`src/rtl/stc_coeff_loader_if.sv`:
```
// rtl/stc_coeff_loader_if.sv - STC loader bus: start/status, input FIFO pop side, N/S RAM write ports
interface stc_coeff_loader_if;
  logic        start_stc;
  logic [2:0]  A;
  logic        fifo_empty;
  logic [15:0] fifo_in_data;
  logic        fifo_rd_en;
  logic        wr_en_N;
  logic [2:0]  wr_addr_N;
  logic [4:0]  wr_data_N;
  logic        wr_en_S;
  logic [6:0]  wr_addr_S;
  logic [15:0] wr_data_S;
  logic        done_stc;
  logic [31:0] status;

  modport master (
    output start_stc, A, fifo_empty, fifo_in_data,
    input  fifo_rd_en, wr_en_N, wr_addr_N, wr_data_N,
    input  wr_en_S, wr_addr_S, wr_data_S, done_stc, status
  );

  modport slave (
    input  start_stc, A, fifo_empty, fifo_in_data,
    output fifo_rd_en, wr_en_N, wr_addr_N, wr_data_N,
    output wr_en_S, wr_addr_S, wr_data_S, done_stc, status
  );
endinterface

```
`src/rtl/stc_coeff_loader.sv`:
```
// rtl/stc_coeff_loader.sv - STC instruction: pops N and N+1 coefficients into N/S RAM slot A
// Optional STC_ZERO_FILL_EN: zero the unused S slots N+1..MAX_N after the last coefficient.
module stc_coeff_loader #(
  parameter int MAX_N = 10,
  parameter int ERR_N = 31
) (
  input  logic                clk,
  input  logic                rst,
  stc_coeff_loader_if.slave   bus
);

  typedef enum logic [2:0] {
    S_IDLE,
    S_RD_N,
    S_CHK_N,
    S_RD_C,
    S_WR_C,
`ifdef STC_ZERO_FILL_EN
    S_ZFILL,
`endif
    S_END
  } state_t;

  state_t      state, state_d;
  logic [2:0]  a_q;
  logic [3:0]  n_q;
  logic [3:0]  i_q;
  logic [31:0] status_q;

  logic        n_ok;
  logic        last_coeff;
  logic [6:0]  slot_addr;

  logic        fifo_rd_en_c;
  logic        wr_en_n_c;
  logic [2:0]  wr_addr_n_c;
  logic [4:0]  wr_data_n_c;
  logic        wr_en_s_c;
  logic [6:0]  wr_addr_s_c;
  logic [15:0] wr_data_s_c;
  logic        done_c;

  // Full 16-bit compare: a token like 16'h0102 must be rejected even though its low bits look legal.
  assign n_ok       = (bus.fifo_in_data <= 16'(MAX_N));
  assign last_coeff = (i_q == n_q);
  assign slot_addr  = (7'(a_q) * 7'd11) + 7'(i_q);

  always_comb begin
    state_d      = state;
    fifo_rd_en_c = 1'b0;
    wr_en_n_c    = 1'b0;
    wr_addr_n_c  = 3'd0;
    wr_data_n_c  = 5'd0;
    wr_en_s_c    = 1'b0;
    wr_addr_s_c  = 7'd0;
    wr_data_s_c  = 16'd0;
    done_c       = 1'b0;
    case (state)
      S_IDLE: begin
        if (bus.start_stc) state_d = S_RD_N;
      end
      S_RD_N: begin
        if (!bus.fifo_empty) begin
          fifo_rd_en_c = 1'b1;
          state_d      = S_CHK_N;
        end
      end
      S_CHK_N: begin
        wr_en_n_c   = 1'b1;
        wr_addr_n_c = a_q;
        wr_data_n_c = n_ok ? bus.fifo_in_data[4:0] : 5'(ERR_N);
        state_d     = n_ok ? S_RD_C : S_END;
      end
      S_RD_C: begin
        if (!bus.fifo_empty) begin
          fifo_rd_en_c = 1'b1;
          state_d      = S_WR_C;
        end
      end
      S_WR_C: begin
        wr_en_s_c   = 1'b1;
        wr_addr_s_c = slot_addr;
        wr_data_s_c = bus.fifo_in_data;
        if (last_coeff) begin
`ifdef STC_ZERO_FILL_EN
          state_d = (n_q == 4'(MAX_N)) ? S_END : S_ZFILL;
`else
          state_d = S_END;
`endif
        end else begin
          state_d = S_RD_C;
        end
      end
`ifdef STC_ZERO_FILL_EN
      S_ZFILL: begin
        wr_en_s_c   = 1'b1;
        wr_addr_s_c = slot_addr;
        state_d     = (i_q == 4'(MAX_N)) ? S_END : S_ZFILL;
      end
`endif
      S_END: begin
        done_c  = 1'b1;
        state_d = S_IDLE;
      end
      default: state_d = S_IDLE;
    endcase
  end

  always_ff @(posedge clk or posedge rst) begin
    if (rst) begin
      state    <= S_IDLE;
      a_q      <= 3'd0;
      n_q      <= 4'd0;
      i_q      <= 4'd0;
      status_q <= 32'hFFFF_FFFF;
    end else begin
      state <= state_d;
      case (state)
        S_IDLE: if (bus.start_stc) a_q <= bus.A;
        S_CHK_N: begin
          if (n_ok) begin
            n_q <= bus.fifo_in_data[3:0];
            i_q <= 4'd0;
          end else begin
            status_q <= 32'd1;
          end
        end
        // i keeps counting past N so zero-fill starts at slot N+1.
        S_WR_C: begin
          i_q <= i_q + 4'd1;
          if (last_coeff) status_q <= 32'd0;
        end
`ifdef STC_ZERO_FILL_EN
        S_ZFILL: i_q <= i_q + 4'd1;
`endif
        default: ;
      endcase
    end
  end

  assign bus.fifo_rd_en = fifo_rd_en_c;
  assign bus.wr_en_N    = wr_en_n_c;
  assign bus.wr_addr_N  = wr_addr_n_c;
  assign bus.wr_data_N  = wr_data_n_c;
  assign bus.wr_en_S    = wr_en_s_c;
  assign bus.wr_addr_S  = wr_addr_s_c;
  assign bus.wr_data_S  = wr_data_s_c;
  assign bus.done_stc   = done_c;
  assign bus.status     = status_q;

endmodule
```
`src/flat_wrapper.sv`:
```
// flat-port wrapper written by rule: the top's interface ports become plain ports
module stc_coeff_loader_flat 
#(
  parameter int MAX_N = 10,
  parameter int ERR_N = 31
)
  (clk, rst, bus_start_stc, bus_A, bus_fifo_empty, bus_fifo_in_data, bus_fifo_rd_en, bus_wr_en_N, bus_wr_addr_N, bus_wr_data_N, bus_wr_en_S, bus_wr_addr_S, bus_wr_data_S, bus_done_stc, bus_status);
  stc_coeff_loader_if bus_i ();
  input  logic clk;
  input  logic rst;
  input wire logic [$bits(bus_i.start_stc)-1:0] bus_start_stc;
  input wire logic [$bits(bus_i.A)-1:0] bus_A;
  input wire logic [$bits(bus_i.fifo_empty)-1:0] bus_fifo_empty;
  input wire logic [$bits(bus_i.fifo_in_data)-1:0] bus_fifo_in_data;
  output wire logic [$bits(bus_i.fifo_rd_en)-1:0] bus_fifo_rd_en;
  output wire logic [$bits(bus_i.wr_en_N)-1:0] bus_wr_en_N;
  output wire logic [$bits(bus_i.wr_addr_N)-1:0] bus_wr_addr_N;
  output wire logic [$bits(bus_i.wr_data_N)-1:0] bus_wr_data_N;
  output wire logic [$bits(bus_i.wr_en_S)-1:0] bus_wr_en_S;
  output wire logic [$bits(bus_i.wr_addr_S)-1:0] bus_wr_addr_S;
  output wire logic [$bits(bus_i.wr_data_S)-1:0] bus_wr_data_S;
  output wire logic [$bits(bus_i.done_stc)-1:0] bus_done_stc;
  output wire logic [$bits(bus_i.status)-1:0] bus_status;
  assign bus_i.start_stc = bus_start_stc;
  assign bus_i.A = bus_A;
  assign bus_i.fifo_empty = bus_fifo_empty;
  assign bus_i.fifo_in_data = bus_fifo_in_data;
  assign bus_fifo_rd_en = bus_i.fifo_rd_en;
  assign bus_wr_en_N = bus_i.wr_en_N;
  assign bus_wr_addr_N = bus_i.wr_addr_N;
  assign bus_wr_data_N = bus_i.wr_data_N;
  assign bus_wr_en_S = bus_i.wr_en_S;
  assign bus_wr_addr_S = bus_i.wr_addr_S;
  assign bus_wr_data_S = bus_i.wr_data_S;
  assign bus_done_stc = bus_i.done_stc;
  assign bus_status = bus_i.status;
  stc_coeff_loader #(.MAX_N(MAX_N), .ERR_N(ERR_N)) u_core (.clk(clk), .rst(rst), .bus(bus_i));
endmodule
```
`config.mk`:
```
export PLATFORM = sky130hd
export DESIGN_NAME = stc_coeff_loader_flat
export DESIGN_NICKNAME = d
export VERILOG_FILES = /design/src/rtl/stc_coeff_loader_if.sv /design/src/rtl/stc_coeff_loader.sv /design/src/flat_wrapper.sv
export SDC_FILE = /design/constraint.sdc
export NUM_CORES = 1
export LEC_CHECK = 0
export ABC_CLOCK_PERIOD_IN_PS = 5700
export CORE_MARGIN = 4
export CORE_UTILIZATION = 30
export CTS_CLUSTER_DIAMETER = 100
export DETAILED_ROUTE_END_ITERATION = 8
export PLACE_DENSITY = 0.73
export SLEW_MARGIN = 30
export SYNTH_ARGS = -nofsm -noshare
export SYNTH_HDL_FRONTEND = slang
export SYNTH_SLANG_ARGS = --single-unit
```
`constraint.sdc`:
```
create_clock -name clk -period 5.7 [get_ports clk]
set_input_delay 1.71 -clock clk [delete_from_list [all_inputs] [get_ports clk]]
set_output_delay 1.71 -clock clk [all_outputs]
set_load 0.005 [all_outputs]
```
Word-level counts from Yosys, hierarchy flattened
Index checks and enable logic that the tools add are counted.

Add/subtract/negate cells: 2. $mul: 1. Order comparisons: 1. Equal/unequal tests: 12. Muxes and demuxes: 21. Reductions and logical operators: 8.

Operator list (number): $mux W32 (2); $pmux W32 S2 (1); $mux W3 (6); $le A16 B4 Y1 const B (1); $mux W16 (1); $pmux W3 S5 (1); $mux W5 (2); $ne A2 B2 Y1 const B (4); $pmux W4 S2 (1); $add A7 B4 Y7 (1); $mul A3 B4 Y7 const B (1); $mux W7 (1); $eq A3 B2 Y1 const B (2); $eq A3 B3 Y1 const B (2); $reduce_and A2 Y1 (3); $reduce_and A3 Y1 (2); $mux W1 (5); $add A4 B1 Y4 const B (1); $eq A4 B4 Y1 (1); $mux W4 (1); $ne A2 B1 Y1 const B (2); $eq A3 B1 Y1 const B (1); $logic_not A3 Y1 (1); $reduce_bool A2 Y1 (1); $reduce_or A2 Y1 (1).

Flip-flop bits (word level): 46. Input bits: 23. Output and inout port bits: 67. Word-level logic and storage cells: 50.

Depth between registers and ports, before layout
Word-level depth: 3. Mapped depth: 9. Depth with buffers taken out: 9.

Least setup slack after synthesis
OpenSTA, ideal clock, no wires.

Path kind: input-to-output. Start point: in bus_fifo_in_data[13]. End point: out bus_wr_data_N[3]. Arrival: 2.518 ns. Data required time: 3.990 ns. Path slack: 1.472 ns. Cell stages on the path: 4. Path buffers: 0. Cell sequence: nor4_1 o21ai_1 o21ai_2 o21ai_0.

Word-level cells in the longest chain between the ends: 3.

RTL lines: from (decl) (line flat_wrapper.sv:14) `input wire logic [$bits(bus_i.fifo_in_data)-1:0] bus_fifo_in_data;`; $le A16 B4 Y1 (line stc_coeff_loader.sv:44) `assign n_ok = (bus.fifo_in_data <= 16'(MAX_N));`; $mux W5 (line stc_coeff_loader.sv:71) `wr_data_n_c = n_ok ? bus.fifo_in_data[4:0] : 5'(ERR_N);`; $mux W5 (line stc_coeff_loader.sv:58) `case (state)`; to (decl) (line flat_wrapper.sv:18) `output wire logic [$bits(bus_i.wr_data_N)-1:0] bus_wr_data_N;`.

No other way between the ends.

Worst setup path in the final report
Same ends and word-level chain as after synthesis.

==> key figures <==
Power and ir drop
  – Seq pwr share: approximately a quarter
  – Total power: 0.8690 mW
  – PwrDens: roughly 370 mW/mm²
  – Switching pwr: 0.3609 mW
  – Clk pwr share: between 10 and 15%
  – Logic pwr share: between 60% and 70%
  – Switch share: roughly two fifths
  – Peak supply drop: around 0.00015 V
  – Leakage: between 1 and 1.5 nW
  – Cell Int Power: around 0.5 mW

Clocking
  – Clock sinks: 16
  – Post-CTS sizing: 0
  – Post-CTS setup repair buffer count: 0
  – Bufs on Longest Clock Path: 2
  – Post-cts hold buffer count: 0
  – CTS tree: yes
  – Clock Pin Slew Worst Setup and Hold Paths: roughly 0.070 ns
  – CTS root buffer: clkbuf_8
  – H-tree levels: 1
  – Inserted Clock Buffers: 3
  – Worst skew pair latency: ~0.25 ns

Routing
  – First drt pass iteration count: 4
  – Routed vias/inst: between 4 and 5
  – DR vias: roughly 1300
  – Routed WL: ~3800 µm
  – Routed WL per cell: ~13 µm
  – Drt initial violations: 33
  – DRC viols: 0
  – Routed Antenna Nets: 0

Setup path
  – Crit path capture type: output port
  – CP Class: in2out
  – Worst Path Required: 3.99 ns
  – Critical path fanouts, max: 7
  – Cells on worst reg2reg path: 4
  – Worst setup SP type: input pin
  – Crit path DAT: roughly 3.6 ns

Timing
  – Final Critical Period: between 5 and 6 ns
  – Fin. Hold Viols: 0
  – Max-slew headroom: a little over half
  – Worst Skew: ~0.0030 ns
  – Hold WS: approximately 0.53 ns
  – Slew Limit Fails: 0
  – Fmax: ~190 MHz
  – Least-Margin Pin Slew: ~0.68 ns
  – Fin Setup TNS: 0 ns
  – Final setup violation count: 0
  – Fin crit share: 93.85%
  – RSZ-0062 raised after global routing: false

Global routing
  – First-pass GRT wire length: 6472 µm
  – Vias in the first global route: about 1400
  – GR Overflow Total: 0
  – Initial antenna violation count: 0
  – GRT Overall Usage: between 10% and 20%
  – Largest net degree at the start of global routing: 33

Final layout
  – Final design utilization: between 40% and 50%
  – Layout cells sized above 1: around 7.2%
  – Filler cells: 474
  – Area delta synth->final: 51.09%
  – Inserted Diodes: 0
  – Cell Count, Final, Fillers Out: ~300
  – Final nets: roughly 280

Synthesis
  – Synthesized Nets: roughly 220
  – Synth Area per Inst: around 8.7 µm²
  – Cell Area, Synth: 0.001545 mm²
  – Sequential area share after synthesis: a little over a quarter
  – Dominant cell type by area after synthesis: dfrtp_1
  – Area contributors post-synth: dfrtp_1 23%, buf_4 15%, ha_1 9.7%, and2_1 8.9%, mux2_2 5.1%
  – Synth cell types: 34
  – Yosys top cell area share: roughly 23%
  – Mapped Cells: 177
  – Seq cells post-synth: 16
  – Ys Warns: 0

Status
  – Status: finished, final reports clean

Place
  – Detailed-placement wirelength estimate: around 3100 µm
  – Placed cells: 300
  – Final Wtd Congestion: approximately 0.75
  – Port Buf Inserts: 89

Run
  – Max-cap viol count: 0

Die
  – Full die area: between 0.006 and 0.007 mm²
  – DIE WIDTH: between 70 and 80 µm
  – Standard-cell rows: 25
  – Initial core utilization: between 30% and 40%
  – IO Pins: 90
  – Vert. Die Dim: approximately 80 µm
  – CORE AREA: between 0.004 and 0.005 mm²

Hold path
  – WHS Path Cells: 1
  – Hold Crit Class: reg2reg
==> registers in the layout, indices dropped and copies added, names as in the netlist <==
signal,flops
u_core.bus.status,2
u_core.a_q,3
u_core.i_q,4
u_core.state,3
u_core.n_q,4
==> cells in the mapped netlist (all sizes together) <==
cell type  number
a21oi           4
nor2b           3
o41ai           1
a221oi          1
a21o            3
buf            31
xnor2           2
dfrtp          14
nor2           10
nand2          11
fa              3
o21ai           8
mux2            7
nor3b           1
nor4            4
nand4           1
xor2            7
clkbuf          2
ha             12
inv            17
nand3           1
or3             1
and2           22
nor3            2
dfstp           2
o22a            1
a211o           1
o21a            2
a22oi           2
o31ai           1
==> cells in the final DEF, fill, tap and decap left out, types with 2 or more instances in the layout <==
master           instances
nand2_1                 11
a21oi_1                  4
xor2_1                   7
mux2_2                   7
xnor2_1                  2
o21ai_0                  6
clkbuf_8                 4
inv_1                   16
dfstp_2                  2
fa_1                     3
and2_1                  22
dfrtp_1                 14
ha_1                    12
nor2b_1                  3
o21a_1                   2
nor4_1                   4
a22oi_1                  2
clkdlybuf4s50_1         89
a21o_1                   3
nor2_1                  10
==> metal layers <==
layer  vias to the layer above  global-route usage [%]  wire length, µm
li1                        675                       -                -
met1                       619                   13.87             1528
met2                        45                   23.12             1983
met3                         2                   2.935              294
met4                         0                   3.547               24
met5                         -                       0                0
==> layout make-up <==
type | count | area, µm² | share of cell area, %
Timing Repair Buffer | 89 | 890.9 | 38.16
Tap cell | 67 | 83.83 | 3.591
Sequential cell | 16 | 402.9 | 17.26
Inverter | 17 | 63.81 | 2.733
Multi-Input combinational cell | 111 | 838.3 | 35.91
Clock buffer | 4 | 55.05 | 2.358
==> cell families after synthesis <==
group / synth area share (%)
simple gates: 20.16
mux: 5.101
fa+ha+maj: 13.60
buf+inv: 19.68
compound gates: 10.28
flops: 26.07
xor+xnor: 5.101
==> path summary, 6_finish.rpt <==
path	from	endpoint	slack, ns
setup / recovery	bus_fifo_in_data[13]	bus_wr_data_N[3]	0.35
hold reg to reg	u_core.n_q[3]	u_core.n_q[3]	0.53
min in group asynchronous	rst	u_core.state[0]	1.84
hold / removal	u_core.n_q[3]	u_core.n_q[3]	0.53
max in group asynchronous	rst	u_core.state[2]	3.47
setup reg to reg	u_core.state[1]	u_core.n_q[2]	3.54
==> critical path, stage by stage <==
cell and delay, ns:
clkdlybuf4s50_1 0.41, nor4_1 0.35, o21ai_1 0.23, o21ai_2 0.33, o21ai_0 0.14, clkdlybuf4s50_1 0.47
==> through the flow <==
stage / setup WS (ns) / cell area [µm²]
floorplan: 1.472 / 1545
global placement: 0.3634 / 2280
detailed placement: 0.3176 / 2280
CTS: 0.3118 / 2335
global route: 0.2282 / 2335
finish: 0.3503 / 2335
==> power by group through the flow <==
stage	Combinational, mW	Sequential (mW)	Clock [mW]
after global placement	0.548	0.208	0
after CTS	0.571	0.208	0.102
after global routing	0.657	0.216	0.107
final	0.561	0.207	0.101
after detailed placement	0.564	0.210	0
after floorplan	0.386	0.194	0
(Power assumes the default switching activity.)
